$ cat src/rtl/rep_string_seq.sv
// REP string-instruction address sequencer: walks ESI/EDI/ECX one element per handshake.
// Optional REPE/REPNE early exit on ZF is enabled by defining REP_STRING_SEQ_COND_TERM_EN.
module rep_string_seq #(
  parameter int ADDR_W = 32,
  parameter int CNT_W  = 32
) (
  input  logic              clk,
  input  logic              rst,
  input  logic              flush,
  input  logic              start_valid,
  output logic              start_ready,
  input  logic              is_rep,
  input  logic [1:0]        size,
  input  logic              df,
  input  logic [ADDR_W-1:0] esi_in,
  input  logic [ADDR_W-1:0] edi_in,
  input  logic [CNT_W-1:0]  ecx_in,
  input  logic [1:0]        rep_cond,
  input  logic              zf_in,
  output logic              iter_valid,
  input  logic              iter_ready,
  output logic [ADDR_W-1:0] iter_src,
  output logic [ADDR_W-1:0] iter_dst,
  output logic              iter_last,
  output logic [ADDR_W-1:0] esi_out,
  output logic [ADDR_W-1:0] edi_out,
  output logic [CNT_W-1:0]  ecx_out,
  output logic              done,
  output logic              busy
);

  typedef enum logic [1:0] {IDLE, RUN, DONE} state_t;

  typedef struct packed {
    logic       is_rep;
    logic [1:0] size;
    logic       df;
    logic [1:0] rep_cond;
  } op_t;

  state_t            state_q, state_d;
  op_t               op_q, op_d;
  logic [ADDR_W-1:0] esi_q, esi_d, edi_q, edi_d;
  logic [CNT_W-1:0]  ecx_q, ecx_d;
  logic [ADDR_W-1:0] step;
  logic              last, term;

  assign step = ADDR_W'(1) << op_q.size;
  assign last = !op_q.is_rep || (ecx_q == CNT_W'(1));

`ifdef REP_STRING_SEQ_COND_TERM_EN
  // REPE stops on a mismatch, REPNE on a match; ECX/pointers still advance for that element
  assign term = op_q.is_rep &&
                ((op_q.rep_cond == 2'b10 && !zf_in) || (op_q.rep_cond == 2'b11 && zf_in));
`else
  logic unused_cond;
  assign term        = 1'b0;
  assign unused_cond = ^{op_q.rep_cond, zf_in};
`endif

  always_comb begin
    state_d = state_q;
    op_d    = op_q;
    esi_d   = esi_q;
    edi_d   = edi_q;
    ecx_d   = ecx_q;
    if (flush) begin
      // abort wins over any same-cycle start or handshake; registers keep their values
      state_d = IDLE;
    end else begin
      case (state_q)
        IDLE: if (start_valid) begin
          op_d    = '{is_rep: is_rep, size: size, df: df, rep_cond: rep_cond};
          esi_d   = esi_in;
          edi_d   = edi_in;
          ecx_d   = ecx_in;
          state_d = (is_rep && ecx_in == '0) ? DONE : RUN;
        end
        RUN: if (iter_ready) begin
          esi_d = op_q.df ? esi_q - step : esi_q + step;
          edi_d = op_q.df ? edi_q - step : edi_q + step;
          if (op_q.is_rep) ecx_d = ecx_q - CNT_W'(1);
          if (last || term) state_d = DONE;
        end
        DONE:    state_d = IDLE;
        default: state_d = IDLE;
      endcase
    end
  end

  always_ff @(posedge clk or negedge rst) begin
    if (!rst) begin
      state_q <= IDLE;
      op_q    <= '0;
      esi_q   <= '0;
      edi_q   <= '0;
      ecx_q   <= '0;
    end else begin
      state_q <= state_d;
      op_q    <= op_d;
      esi_q   <= esi_d;
      edi_q   <= edi_d;
      ecx_q   <= ecx_d;
    end
  end

  assign start_ready = (state_q == IDLE);
  assign iter_valid  = (state_q == RUN);
  assign iter_last   = iter_valid && last;
  assign done        = (state_q == DONE);
  assign busy        = (state_q == RUN) || (state_q == DONE);
  assign iter_src    = esi_q;
  assign iter_dst    = edi_q;
  assign esi_out     = esi_q;
  assign edi_out     = edi_q;
  assign ecx_out     = ecx_q;

endmodule

$ cat config.mk
export PLATFORM = sky130hd
export DESIGN_NAME = rep_string_seq
export DESIGN_NICKNAME = d
export VERILOG_FILES = /design/src/rtl/rep_string_seq.sv
export SDC_FILE = /design/constraint.sdc
export NUM_CORES = 1
export LEC_CHECK = 0
export CORE_MARGIN = 3
export CORE_UTILIZATION = 30
export CTS_CLUSTER_DIAMETER = 50
export DETAILED_ROUTE_END_ITERATION = 8
export DONT_BUFFER_PORTS = 1
export GPL_TIMING_DRIVEN = 1
export PLACE_DENSITY_LB_ADDON = 0.12
export SETUP_SLACK_MARGIN = 0.1
export SLEW_MARGIN = 40
export SYNTH_ARGS = -nofsm -noshare
export SYNTH_HDL_FRONTEND = slang
export SYNTH_SLANG_ARGS = --single-unit
$ cat constraint.sdc
create_clock -name clk -period 5 [get_ports clk]
set_clock_uncertainty 0.2 [all_clocks]
set_input_delay 1 -clock clk [delete_from_list [all_inputs] [get_ports clk]]
set_output_delay 1 -clock clk [all_outputs]
set_load 0.01 [all_outputs]
==> flow_summary.json <==
{
  "status": "completed",
  "dr.pass1.iters": 4,
  "critical_path_class": "flip-flop to flip-flop",
  "async_flop_share": 1.00,
  "worstPathCellList": "nor2_1 -> inv_1 -> ha_1 -> a21o_2 -> buf_4 -> ha_1 -> and4_1 -> a221o_1 -> a21oi_2 -> a21oi_1 -> o211ai_2 -> a211oi_1 -> or3_1 -> a311oi_1 -> nor2_1",
  "grt_usage": 0.176,
  "syn_nets": 1293,
  "grt_pass1_vias": 7828,
  "port_buffers": 0,
  "syn_avg_cell_area_um2": 8.04,
  "place_congestion": 0.810,
  "fin_crit_sh": 0.851,
  "gr-total-overflow": 0,
  "fin_crit_ns": 4.25,
  "cts-root-buf": "clkbuf_16",
  "syn-cell-area_mm2": 0.00901,
  "clk_latency_ns": 0.35,
  "synth-warning-count": 0,
  "reg2reg_slack_ns": 0.75,
  "layout_commonest_cell": "a21oi_1",
  "ant_nets": 0,
  "fp-row-count": 62,
  "cap_violations": 0,
  "synth_seq_cells": 102,
  "drtIter0Drc": 324,
  "critPathSlowestCell": "dfrtp_1",
  "hold_violations": 0,
  "critPathMaxFanout": 13,
  "hpwl_um": 20600,
  "post_cts_buffers": 0,
  "synth_seq_area_share": 0.283,
  "worst_pin_slew_ns": 0.696,
  "vias_per_cell": 5.49,
  "worst_r2r_path_depth": 15,
  "max-clock-path-buffers": 2,
  "drc": 0,
  "drv_slew": 0,
  "die_height_um": 179,
  "cp.required_ns": 5.03,
  "rsz0062_at_grt": "no",
  "layout-drive-gt1-share": 0.0514,
  "synth_edf_count": 0,
  "num_vias": 7775,
  "clkTransAtPathRegs_ns": 0.08,
  "dieArea_mm2": 0.0321,
  "worst_setup_path_end_kind": "flip-flop",
  "numCtsBuffers": 9,
  "endpoint": "edi_out[26]",
  "slowest_delay_ns": 0.50,
  "final_cell_mix": "a21oi_1 (124), nand2_1 (108), dfrtp_1 (101)",
  "cp-start-kind": "flip-flop",
  "arrival_ns": 4.29,
  "report.final.setup_viol": 0,
  "fmax_ghz": 0.235,
  "postSynthCellCount": 1121,
  "htree_levels": 3,
  "synth_cell_types": 76,
  "antenna_found_initial": 3,
  "cts.sinks": 102,
  "cts_tree": "built",
  "max_slew_margin": 0.536,
  "hold_class": "input port to async pin",
  "wl_um": 28600,
  "synth_ff_type": "dfrtp_1",
  "tns_ns": 0,
  "chipWidth_um": 179,
  "layout.nets": 1199,
  "grt_max_degree": 103,
  "area_delta_synth_final_pct": 2.85,
  "startpoint": "op_q[4]",
  "grt_pass1_wl_um": 44500,
  "reg2reg_to": "edi_out[26]",
  "core_area_mm2": 0.0292,
  "start_util": 0.309,
  "timing.rr.start": "op_q[4]",
  "io_pins": 273,
  "post_drt_wl_per_cell_um": 20.2
}
## cells in the mapped netlist (4+ instances only)
| library cell | n | share of area |
|---|---|---|
| inv_1 | 26 | 0.011 |
| nand2_1 | 109 | 0.045 |
| and3_1 | 19 | 0.013 |
| mux2_2 | 4 | 0.0050 |
| nor3_1 | 27 | 0.015 |
| xor2_1 | 19 | 0.018 |
| and2_1 | 5 | 0.0035 |
| xnor2_1 | 32 | 0.031 |
| nor2_1 | 68 | 0.028 |
| o21a_1 | 9 | 0.0075 |
| a31oi_1 | 8 | 0.0056 |
| o211ai_1 | 4 | 0.0033 |
| o221ai_1 | 4 | 0.0039 |
| clkbuf_1 | 47 | 0.020 |
| nor2b_1 | 7 | 0.0049 |
| o21ai_0 | 70 | 0.039 |
| o21bai_1 | 8 | 0.0067 |
| o22ai_1 | 39 | 0.027 |
| a211oi_1 | 6 | 0.0050 |
| mux2i_1 | 43 | 0.048 |
| o21ai_1 | 22 | 0.012 |
| nand2b_1 | 15 | 0.010 |
| nand3_1 | 36 | 0.020 |
| dfrtp_1 | 102 | 0.28 |
| ha_1 | 64 | 0.089 |
| a21o_1 | 31 | 0.026 |
| nor4_1 | 11 | 0.0076 |
| nand4_1 | 15 | 0.010 |
| a21oi_1 | 124 | 0.069 |
| buf_4 | 64 | 0.053 |
| or3_1 | 13 | 0.0090 |
## cell type report
cell class	count	area, µm²
antenna	1	2.50
clock buffer	12	256
clock inverter	3	68.8
fill	3205	19900
inverter	27	101
multi-input combinational	875	5690
sequential	102	2550
tap	384	480
timing repair buffer	12	110
## sequential cells by signal (all words and copies together) (netlist names)
name and count:
esi_out 32, op_q 4, ecx_out 32, edi_out 32, state_q 2
## metrics by stage
| stage | hold WS [ns] | util | cell area [µm²] | std cells | setup slack, ns |
|---|---|---|---|---|---|
| after global routing | 0.106 | 0.318 | 9260 | 1416 | 0.348 |
| after global placement | 0.379 | 0.305 | 8900 | 1399 | 0.485 |
| after floorplan | 0.313 | - | 9010 | 1121 | 1.00 |
| after detailed placement | 0.383 | 0.306 | 8930 | 1400 | 0.464 |
| after CTS | 0.111 | 0.317 | 9260 | 1415 | 0.435 |
| final | 0.133 | 0.318 | 9260 | 1416 | 0.746 |
## worst min-delay path by stage
| stage | to | slack, ns | cells past startpoint |
|---|---|---|---|
| 3_3_place_gp | state_q[0] | 0.38 | 2 |
| 5_1_grt | edi_out[11] | 0.11 | 0 |
| 4_1_cts | edi_out[11] | 0.11 | 0 |
| 6_report | edi_out[11] | 0.13 | 0 |
| 2_1_floorplan | state_q[0] | 0.31 | 2 |
| 3_5_place_dp | state_q[0] | 0.38 | 2 |
## routing by layer
metal / vias up / track usage / part of all wire
met5: - / 0 / 0.00045
met4: 2 / 0.0406 / 0.012
met3: 23 / 0.0553 / 0.081
met2: 228 / 0.289 / 0.47
met1: 3669 / 0.225 / 0.44
li1: 3853 / - / -
## repair_timing
item / 4_1_cts / 5_1_grt
hold buffers: 0 / 0
resized for setup: 0 / 1
setup endpoints to repair: 0 / 1
## logic make-up (layout without fill, tap and decap cells)
kind of cell	Yosys count	count (layout)	synth area share
other cells	0	1	0
mux	47	47	0.0528
simple gates	343	343	0.185
compound gates	367	367	0.250
fa+ha+maj	67	67	0.0922
buf+inv	144	54	0.0878
xor+xnor	51	51	0.0496
flops	102	102	0.283
## worst max-delay path: cells and delay by family, from the launching register on
family | cells | cell delay (ns)
AO/OA/AOI/OAI | 7 | 1.79
adder cells (fa/ha/maj) | 2 | 0.53
AND/OR/NAND/NOR | 4 | 0.76
flip-flops | 1 | 0.50
buffers and inverters | 2 | 0.34
Power is not shown: default switching activity piles up to over one toggle a cycle in this logic, so the estimate is an artifact.
